**src/rtl/cpu_core_mc_if.sv**
```systemverilog
// Memory-side handshake bundle for cpu_core_mc: instruction fetch and data access channels.
// The core drives requests through the master modport; ROM/RAM models answer through slave.
interface cpu_core_mc_if #(
   parameter int DATA_W  = 8,
   parameter int PC_W    = 8,
   parameter int INSTR_W = 24
);
   logic               imem_req;
   logic [PC_W-1:0]    imem_addr;
   logic [INSTR_W-1:0] imem_rdata;
   logic               imem_ack;

   logic               dmem_req;
   logic               dmem_we;
   logic [DATA_W-1:0]  dmem_addr;
   logic [DATA_W-1:0]  dmem_wdata;
   logic [DATA_W-1:0]  dmem_rdata;
   logic               dmem_ack;

   modport master (
      output imem_req, imem_addr,
      input  imem_rdata, imem_ack,
      output dmem_req, dmem_we, dmem_addr, dmem_wdata,
      input  dmem_rdata, dmem_ack
   );

   modport slave (
      input  imem_req, imem_addr,
      output imem_rdata, imem_ack,
      input  dmem_req, dmem_we, dmem_addr, dmem_wdata,
      output dmem_rdata, dmem_ack
   );
endinterface

```
**src/rtl/cpu_core_mc.sv**
```systemverilog
// Multi-cycle parametrised core with req/ack instruction and data memory ports.
// Define CPU_SINGLE_STEP_EN to let a step pulse in IDLE execute exactly one instruction.
module cpu_core_mc #(
   parameter int DATA_W = 8,
   parameter int REG_AW = 4,
   parameter int PC_W   = 8
) (
   input  logic              clk,
   input  logic              rst,
   input  logic              run,
   input  logic              step,
   cpu_core_mc_if.master     bus,
   output logic [PC_W-1:0]   pc,
   output logic              halted,
   output logic              zero_flag,
   output logic              carry_flag,
   output logic              retire,
   input  logic [REG_AW-1:0] dbg_sel,
   output logic [DATA_W-1:0] dbg_data
);
   localparam int NUM_REGS = 2**REG_AW;
   localparam int INSTR_W  = 4 + 3*REG_AW + DATA_W;

   typedef enum logic [2:0] {IDLE, FETCH, EXEC, MEM, HALTED} state_t;

   state_t             state_q, state_d;
   logic [PC_W-1:0]    pc_q, pc_d, pcNext;
   logic [INSTR_W-1:0] ir_q, ir_d;
   logic               zero_q, zero_d, carry_q, carry_d;
   logic               retire_q, retire_d;
   logic [DATA_W-1:0]  addr_q, addr_d, wdata_q, wdata_d;
   logic               we_q, we_d;
   logic [DATA_W-1:0]  regs_q [NUM_REGS];

   logic [3:0]         op;
   logic [REG_AW-1:0]  rd, ra, rb;
   logic [DATA_W-1:0]  imm, raVal, rbVal;
   logic [DATA_W:0]    aluWide;
   logic               wrEn;
   logic [REG_AW-1:0]  wrAddr;
   logic [DATA_W-1:0]  wrData;
   logic               startReq;

`ifdef CPU_SINGLE_STEP_EN
   assign startReq = run | step;
`else
   logic unusedStep;
   assign unusedStep = step;
   assign startReq   = run;
`endif

   assign {op, rd, ra, rb, imm} = ir_q;
   assign raVal  = regs_q[ra];
   assign rbVal  = regs_q[rb];
   assign pcNext = pc_q + PC_W'(1);

   // ALU result with the carry/borrow bit carried in the top position
   always_comb begin
      aluWide = '0;
      case (op)
         4'h0:    aluWide = {1'b0, raVal} + {1'b0, rbVal};
         4'h1:    aluWide = {1'b0, raVal} - {1'b0, rbVal};
         4'h2:    aluWide = {1'b0, raVal & rbVal};
         4'h3:    aluWide = {1'b0, raVal | rbVal};
         4'h4:    aluWide = {1'b0, raVal ^ rbVal};
         4'h5:    aluWide = {raVal, 1'b0};
         4'h6:    aluWide = {raVal[0], 1'b0, raVal[DATA_W-1:1]};
         4'h7:    aluWide = {1'b0, ~raVal};
         4'h8:    aluWide = {1'b0, imm};
         default: aluWide = '0;
      endcase
   end

   // Sequencer: fetch, execute, optional memory phase, then stop or continue by run
   always_comb begin
      state_d  = state_q;
      pc_d     = pc_q;
      ir_d     = ir_q;
      zero_d   = zero_q;
      carry_d  = carry_q;
      addr_d   = addr_q;
      wdata_d  = wdata_q;
      we_d     = we_q;
      retire_d = 1'b0;
      wrEn     = 1'b0;
      wrAddr   = rd;
      wrData   = aluWide[DATA_W-1:0];
      case (state_q)
         IDLE: begin
            if (startReq) state_d = FETCH;
         end
         FETCH: begin
            if (bus.imem_ack) begin
               ir_d    = bus.imem_rdata;
               state_d = EXEC;
            end
         end
         EXEC: begin
            state_d  = run ? FETCH : IDLE;
            retire_d = 1'b1;
            pc_d     = pcNext;
            case (op)
               4'h0, 4'h1, 4'h2, 4'h3, 4'h4, 4'h5, 4'h6: begin
                  wrEn    = 1'b1;
                  zero_d  = (aluWide[DATA_W-1:0] == '0);
                  carry_d = aluWide[DATA_W];
               end
               4'h7, 4'h8: wrEn = 1'b1;
               4'h9, 4'hA: begin
                  state_d  = MEM;
                  retire_d = 1'b0;
                  pc_d     = pc_q;
                  addr_d   = raVal + imm;
                  wdata_d  = rbVal;
                  we_d     = (op == 4'hA);
               end
               4'hB: pc_d = PC_W'(imm);
               4'hC: if (zero_q) pc_d = PC_W'(imm);
               4'hD: pc_d = PC_W'(raVal);
               4'hF: begin
                  state_d = HALTED;
                  pc_d    = pc_q;
               end
               default: ;
            endcase
         end
         MEM: begin
            if (bus.dmem_ack) begin
               if (!we_q) begin
                  wrEn   = 1'b1;
                  wrData = bus.dmem_rdata;
               end
               pc_d     = pcNext;
               retire_d = 1'b1;
               state_d  = run ? FETCH : IDLE;
            end
         end
         HALTED: ;
         default: state_d = IDLE;
      endcase
   end

   // Architectural and control state
   always_ff @(posedge clk or negedge rst) begin
      if (!rst) begin
         state_q  <= IDLE;
         pc_q     <= '0;
         ir_q     <= '0;
         zero_q   <= 1'b0;
         carry_q  <= 1'b0;
         retire_q <= 1'b0;
         addr_q   <= '0;
         wdata_q  <= '0;
         we_q     <= 1'b0;
      end else begin
         state_q  <= state_d;
         pc_q     <= pc_d;
         ir_q     <= ir_d;
         zero_q   <= zero_d;
         carry_q  <= carry_d;
         retire_q <= retire_d;
         addr_q   <= addr_d;
         wdata_q  <= wdata_d;
         we_q     <= we_d;
      end
   end

   // Register file; operands are read combinationally so EXEC sees pre-write values
   always_ff @(posedge clk or negedge rst) begin
      if (!rst) begin
         for (int i = 0; i < NUM_REGS; i++) regs_q[i] <= '0;
      end else if (wrEn) begin
         regs_q[wrAddr] <= wrData;
      end
   end

   assign bus.imem_req   = (state_q == FETCH);
   assign bus.imem_addr  = pc_q;
   assign bus.dmem_req   = (state_q == MEM);
   assign bus.dmem_we    = (state_q == MEM) & we_q;
   assign bus.dmem_addr  = addr_q;
   assign bus.dmem_wdata = wdata_q;

   assign pc         = pc_q;
   assign halted     = (state_q == HALTED);
   assign zero_flag  = zero_q;
   assign carry_flag = carry_q;
   assign retire     = retire_q;
   assign dbg_data   = regs_q[dbg_sel];
endmodule

```
**src/flat_wrapper.sv**
```systemverilog
// flat-port wrapper written by rule: the top's interface ports become plain ports
module cpu_core_mc_flat 
#(
   parameter int DATA_W = 8,
   parameter int REG_AW = 4,
   parameter int PC_W   = 8
)
  (clk, rst, run, step, pc, halted, zero_flag, carry_flag, retire, dbg_sel, dbg_data, bus_imem_req, bus_imem_addr, bus_imem_rdata, bus_imem_ack, bus_dmem_req, bus_dmem_we, bus_dmem_addr, bus_dmem_wdata, bus_dmem_rdata, bus_dmem_ack);
  cpu_core_mc_if #(.DATA_W(DATA_W), .PC_W(PC_W), .INSTR_W((4 + 3*(4) + (8)))) bus_i ();
  input  logic clk;
  input  logic rst;
  input  logic run;
  input  logic step;
  output logic [PC_W-1:0] pc;
  output logic halted;
  output logic zero_flag;
  output logic carry_flag;
  output logic retire;
  input  logic [REG_AW-1:0] dbg_sel;
  output logic [DATA_W-1:0] dbg_data;
  output wire logic [$bits(bus_i.imem_req)-1:0] bus_imem_req;
  output wire logic [$bits(bus_i.imem_addr)-1:0] bus_imem_addr;
  input wire logic [$bits(bus_i.imem_rdata)-1:0] bus_imem_rdata;
  input wire logic [$bits(bus_i.imem_ack)-1:0] bus_imem_ack;
  output wire logic [$bits(bus_i.dmem_req)-1:0] bus_dmem_req;
  output wire logic [$bits(bus_i.dmem_we)-1:0] bus_dmem_we;
  output wire logic [$bits(bus_i.dmem_addr)-1:0] bus_dmem_addr;
  output wire logic [$bits(bus_i.dmem_wdata)-1:0] bus_dmem_wdata;
  input wire logic [$bits(bus_i.dmem_rdata)-1:0] bus_dmem_rdata;
  input wire logic [$bits(bus_i.dmem_ack)-1:0] bus_dmem_ack;
  assign bus_imem_req = bus_i.imem_req;
  assign bus_imem_addr = bus_i.imem_addr;
  assign bus_i.imem_rdata = bus_imem_rdata;
  assign bus_i.imem_ack = bus_imem_ack;
  assign bus_dmem_req = bus_i.dmem_req;
  assign bus_dmem_we = bus_i.dmem_we;
  assign bus_dmem_addr = bus_i.dmem_addr;
  assign bus_dmem_wdata = bus_i.dmem_wdata;
  assign bus_i.dmem_rdata = bus_dmem_rdata;
  assign bus_i.dmem_ack = bus_dmem_ack;
  cpu_core_mc #(.DATA_W(DATA_W), .REG_AW(REG_AW), .PC_W(PC_W)) u_core (.clk(clk), .rst(rst), .run(run), .step(step), .bus(bus_i), .pc(pc), .halted(halted), .zero_flag(zero_flag), .carry_flag(carry_flag), .retire(retire), .dbg_sel(dbg_sel), .dbg_data(dbg_data));
endmodule
```
**config.mk**
```make
export PLATFORM = sky130hd
export DESIGN_NAME = cpu_core_mc_flat
export DESIGN_NICKNAME = d
export VERILOG_FILES = /design/src/rtl/cpu_core_mc_if.sv /design/src/rtl/cpu_core_mc.sv /design/src/flat_wrapper.sv
export SDC_FILE = /design/constraint.sdc
export NUM_CORES = 1
export LEC_CHECK = 0
export ABC_AREA = 1
export BUFFER_PORTS_ARGS = -buffer_cell sky130_fd_sc_hd__buf_2
export CORE_MARGIN = 10
export CORE_UTILIZATION = 45
export CTS_BUF_LIST = sky130_fd_sc_hd__clkbuf_4
export DETAILED_ROUTE_END_ITERATION = 12
export GPL_TIMING_DRIVEN = 1
export PLACE_DENSITY = 0.61
export SLEW_MARGIN = 0
export SYNTH_ARGS = -nofsm -noshare
export SYNTH_HDL_FRONTEND = slang
export SYNTH_SLANG_ARGS = --single-unit
```
**constraint.sdc**
```tcl
create_clock -name clk -period 6.48 [get_ports clk]
set_input_delay 0.972 -clock clk [delete_from_list [all_inputs] [get_ports clk]]
set_output_delay 0.972 -clock clk [all_outputs]
set_load 0.02 [all_outputs]
```
==> summary.txt <==
Cells and area
  – Number of nets in the layout: 1915
  – Fill cell total of the finished layout: 2973
  – Share of layout cells above drive strength 1: 9.833%
  – Multi-input gate area: 6748 um^2
  – Synth-to-layout area growth: 5.701%
  – Leading cell type in the layout, fill and taps excluded: sky130_fd_sc_hd__nand2_1
  – Commonest non-fill, non-tap cells in the layout: sky130_fd_sc_hd__nand2_1 (473), sky130_fd_sc_hd__nand3_1 (185), sky130_fd_sc_hd__dfrtp_1 (181), sky130_fd_sc_hd__o21ai_0 (177), sky130_fd_sc_hd__inv_1 (176)
  – FF/Latch Area: 4584 um^2

Die
  – Initial Utilization: 45.58%
  – Die Y-Extent: 187.8 um
  – Rows: 61
  – Number of top-level design ports: 89
  – Die Footprint: 35250 um^2
  – Core Box Area: 27780 um^2
  – Horizontal die dimension: 187.8 um

Worst setup path
  – Crit path DAT: 5.33 ns
  – Critical Path Sink Type: flop
  – Reg2Reg Launch Point: u_core.ir_q[8]
  – Worst reg2reg endpoint: u_core.regs_q[105]
  – Number of cells traversed by the worst register-to-register path: 19
  – Internal reg-to-reg setup slack: 1.64 ns
  – Required time at the endpoint of the critical path: 6.97 ns
  – Classification of the worst setup path: reg2reg
  – Largest fanout on the critical path: 73
  – Crit start category: flop

Placed design
  – Post-detailed-placement half-perimeter wirelength: 30.17 mm
  – Setup slack after placement: 1.763 ns
  – Buffers added on ports: 87
  – Weighted congestion reported at the end of routability-driven placement: 0.9339

Drt
  – DR DRC count: 0
  – Wire length per cell after detailed routing: 19.40 um
  – Violation count after the first detailed-routing iteration: 1363
  – Sum of routed wire length over all layers: 43.27 mm
  – 1st-pass router iterations: 6
  – Post-detailed-route count of antenna-violating nets: 0
  – Overall via count from detail_route: 12.51k
  – DR vias/cell: 5.611

Yosys
  – Post-synthesis instance area: 12660 um^2
  – Syn Nets: 1908
  – #FFs+latches synth: 183
  – Number of warnings issued by yosys: 0
  – Share of synthesized registers carrying an async set or reset: 100.0%
  – Post-synth top area share: 36.16%
  – Mean Syn Cell Area: 6.916 um^2
  – Dominant combinational cell family by area after synthesis: simple AND/OR/NAND/NOR gates
  – Unique masters post-synth: 46
  – EDFF count, synth: 0
  – Largest cells by area after synthesis: sky130_fd_sc_hd__dfrtp_1 (36%), sky130_fd_sc_hd__nand2_1 (14%), sky130_fd_sc_hd__nand3_1 (7.3%)
  – Area fraction in compound gates after synthesis: 21.41%
  – Synth Instances: 1831
  – Cell taking the most area after synthesis: sky130_fd_sc_hd__dfrtp_1
  – Multiplexer area fraction after synthesis: 0.4841%
  – Simple-gate share of the synthesized area: 26.76%
  – Predominant post-synthesis flop cell: sky130_fd_sc_hd__dfrtp_1
  – Sequential area share after synthesis: 36.16%
  – Share of the synthesized netlist area taken by xor and xnor gates: 1.037%
  – Adder-cell share of the synthesized area: 3.577%

STA
  – Period utilization: 74.75%
  – Final worst setup slack: 1.636 ns
  – RSZ-0062 raised after global routing: false
  – Rel. slew slack: 33.39%
  – Slew at the pin with the worst max-slew slack: 0.9931 ns
  – Finish-stage setup viols: 0
  – Count of pins over their slew limit: 0
  – Min Tclk post-route: 4.844 ns
  – Final clock skew: 0.03573 ns
  – Hold violation count in the final report: 0
  – Maximum achievable frequency: 206.5 MHz
  – Summed negative setup slack over all endpoints: 0 ns

Global routing
  – Global route total overflow: 0
  – Global-route wire length before repair: 68.54 mm
  – Pin count of the biggest net entering global routing: 88
  – Number of antenna violations at the first check in global routing: 1
  – Overall fraction of global-route tracks in use: 24.33%
  – Via count of the first global-routing pass: 12.00k

Clock network
  – Worst-skew pair later-pin latency: 0.63 ns
  – Post-CTS setup buffer count: 0
  – Hold-fix buffer count after cts: 0
  – Number of sinks driven by the clock tree: 183
  – Maximum clock insertion buffer count: 2
  – Clock root buffer: sky130_fd_sc_hd__clkbuf_4
  – Clock transition at the register clock pins on the worst setup and hold paths after CTS: 0.17 ns
  – Num CTS Buffers: 17
  – Level count of the clock H-tree: 4
  – Total of cells resized after clock tree synthesis: 0
  – Clock tree from TritonCTS: built

Hold path
  – Worst min-delay path category: in2async

Run status
  – Result of the run: complete, no violations

Power
  – Power Density: 569.0 nW/um^2
  – Reported leakage power: 0.006366 uW
  – VDD IR-drop max: 0.2365 mV

Job
  – Max-cap violation count: 0
[per-layer routing]
layer / part of all wire (%) / vias up / GRT usage [%]
met1: 45 / 5854 / 33.50
met3: 7.5 / 71 / 4.193
met4: 3.1 / 0 / 9.815
met2: 45 / 497 / 37.08
met5: 0 / - / 0
li1: - / 6091 / -
[cells by family (layout without fill, tap and decap cells)]
logic type / count (synthesis) / count (layout)
other cells: 0 / 1
compound gates: 478 / 478
xor+xnor: 15 / 15
flops: 183 / 183
mux: 6 / 6
buf+inv: 305 / 325
simple gates: 809 / 809
fa+ha+maj: 35 / 35
[registers in the layout, indices dropped and copies added (netlist names)]
name and flops:
u_core.bus.dmem_addr 8, u_core.bus.dmem_wdata 8, u_core.bus.imem_addr 8, u_core.carry_flag 1
u_core.ir_q 24, u_core.regs_q 128, u_core.retire 1, u_core.state_q 3
u_core.we_q 1, u_core.zero_flag 1
[final cells by class]
class                           count  share of cell area [%]
Multi-Input combinational cell   1343                   50.41
Clock inverter                     14                   1.122
Timing Repair Buffer              103                   4.328
Tap cell                          378                   3.533
Antenna cell                        1                 0.01870
Sequential cell                   183                   34.25
Inverter                          190                   5.328
Clock buffer                       18                   1.010
[cells in the mapped netlist (2+ instances only)]
cell and n:
sky130_fd_sc_hd__a21oi_1 115, sky130_fd_sc_hd__a31oi_1 3, sky130_fd_sc_hd__buf_1 8, sky130_fd_sc_hd__buf_2 35
sky130_fd_sc_hd__buf_4 12, sky130_fd_sc_hd__buf_6 14, sky130_fd_sc_hd__clkbuf_1 46, sky130_fd_sc_hd__clkinv_1 6
sky130_fd_sc_hd__dfrtp_1 183, sky130_fd_sc_hd__fa_1 2, sky130_fd_sc_hd__ha_1 33, sky130_fd_sc_hd__inv_1 176
sky130_fd_sc_hd__inv_2 8, sky130_fd_sc_hd__mux2i_1 5, sky130_fd_sc_hd__nand2_1 474, sky130_fd_sc_hd__nand2_2 7
sky130_fd_sc_hd__nand3_1 185, sky130_fd_sc_hd__nand3_2 4, sky130_fd_sc_hd__nand4_1 4, sky130_fd_sc_hd__nor2_1 107
sky130_fd_sc_hd__nor2_2 3, sky130_fd_sc_hd__nor3_1 12, sky130_fd_sc_hd__nor3_2 2, sky130_fd_sc_hd__o2111ai_1 6
sky130_fd_sc_hd__o211ai_1 69, sky130_fd_sc_hd__o211ai_2 5, sky130_fd_sc_hd__o21ai_0 177, sky130_fd_sc_hd__o21ai_1 80
sky130_fd_sc_hd__o21ai_2 6, sky130_fd_sc_hd__o221ai_1 8, sky130_fd_sc_hd__o22ai_1 2, sky130_fd_sc_hd__or2_0 2
sky130_fd_sc_hd__or2_2 6, sky130_fd_sc_hd__xnor2_1 3, sky130_fd_sc_hd__xor2_1 12
[metrics by stage]
stage / hold slack [ns] / instance area, um^2 / cells / utilization (%) / power, uW
5_1_grt: 0.4192 / 13390 / 2230 / 48.18 / 8392
6_report: 0.4002 / 13390 / 2230 / 48.18 / 7617
3_3_place_gp: 0.4520 / 13100 / 2197 / 47.14 / 6834
4_1_cts: 0.4023 / 13380 / 2229 / 48.17 / 7571
3_5_place_dp: 0.4621 / 13100 / 2197 / 47.14 / 6878
2_1_floorplan: 0.4530 / 12660 / 1831 / - / 5560
[how the worst max path moves through the flow]
stage	start	slack, ns	to	depth (start not counted)
2_1_floorplan	u_core.ir_q[8]	3.03	u_core.regs_q[47]	24
3_3_place_gp	u_core.ir_q[8]	1.81	u_core.regs_q[97]	19
3_5_place_dp	u_core.ir_q[8]	1.76	u_core.regs_q[81]	19
4_1_cts	u_core.ir_q[8]	1.71	u_core.regs_q[81]	19
5_1_grt	u_core.ir_q[8]	1.16	u_core.regs_q[91]	22
6_report	u_core.ir_q[8]	1.64	u_core.regs_q[105]	19
[report_power, final]
group / internal [uW] / switching [uW]
Clock: 236 / 438
Sequential: 1540 / 492
Combinational: 1540 / 3370
Total: 3320 / 4300
[critical path: stages (launching register included)]
cell and delay (ns):
sky130_fd_sc_hd__dfrtp_2 0.80, sky130_fd_sc_hd__buf_12 0.39, sky130_fd_sc_hd__o211ai_1 0.17, sky130_fd_sc_hd__nand3_1 0.12
sky130_fd_sc_hd__nand3_1 0.08, sky130_fd_sc_hd__nand2_1 0.29, sky130_fd_sc_hd__inv_1 0.17, sky130_fd_sc_hd__ha_1 0.32
sky130_fd_sc_hd__inv_1 0.05, sky130_fd_sc_hd__nand2_1 0.04, sky130_fd_sc_hd__o21ai_0 0.14, sky130_fd_sc_hd__inv_1 0.11
sky130_fd_sc_hd__fa_1 0.54, sky130_fd_sc_hd__o21ai_0 0.09, sky130_fd_sc_hd__a211oi_1 0.47, sky130_fd_sc_hd__nand2_1 0.12
sky130_fd_sc_hd__nor2_2 0.15, sky130_fd_sc_hd__nand2_1 0.07, sky130_fd_sc_hd__o21ai_2 0.35, sky130_fd_sc_hd__o21ai_0 0.17
Note: power is estimated with default switching activity, not from simulation.
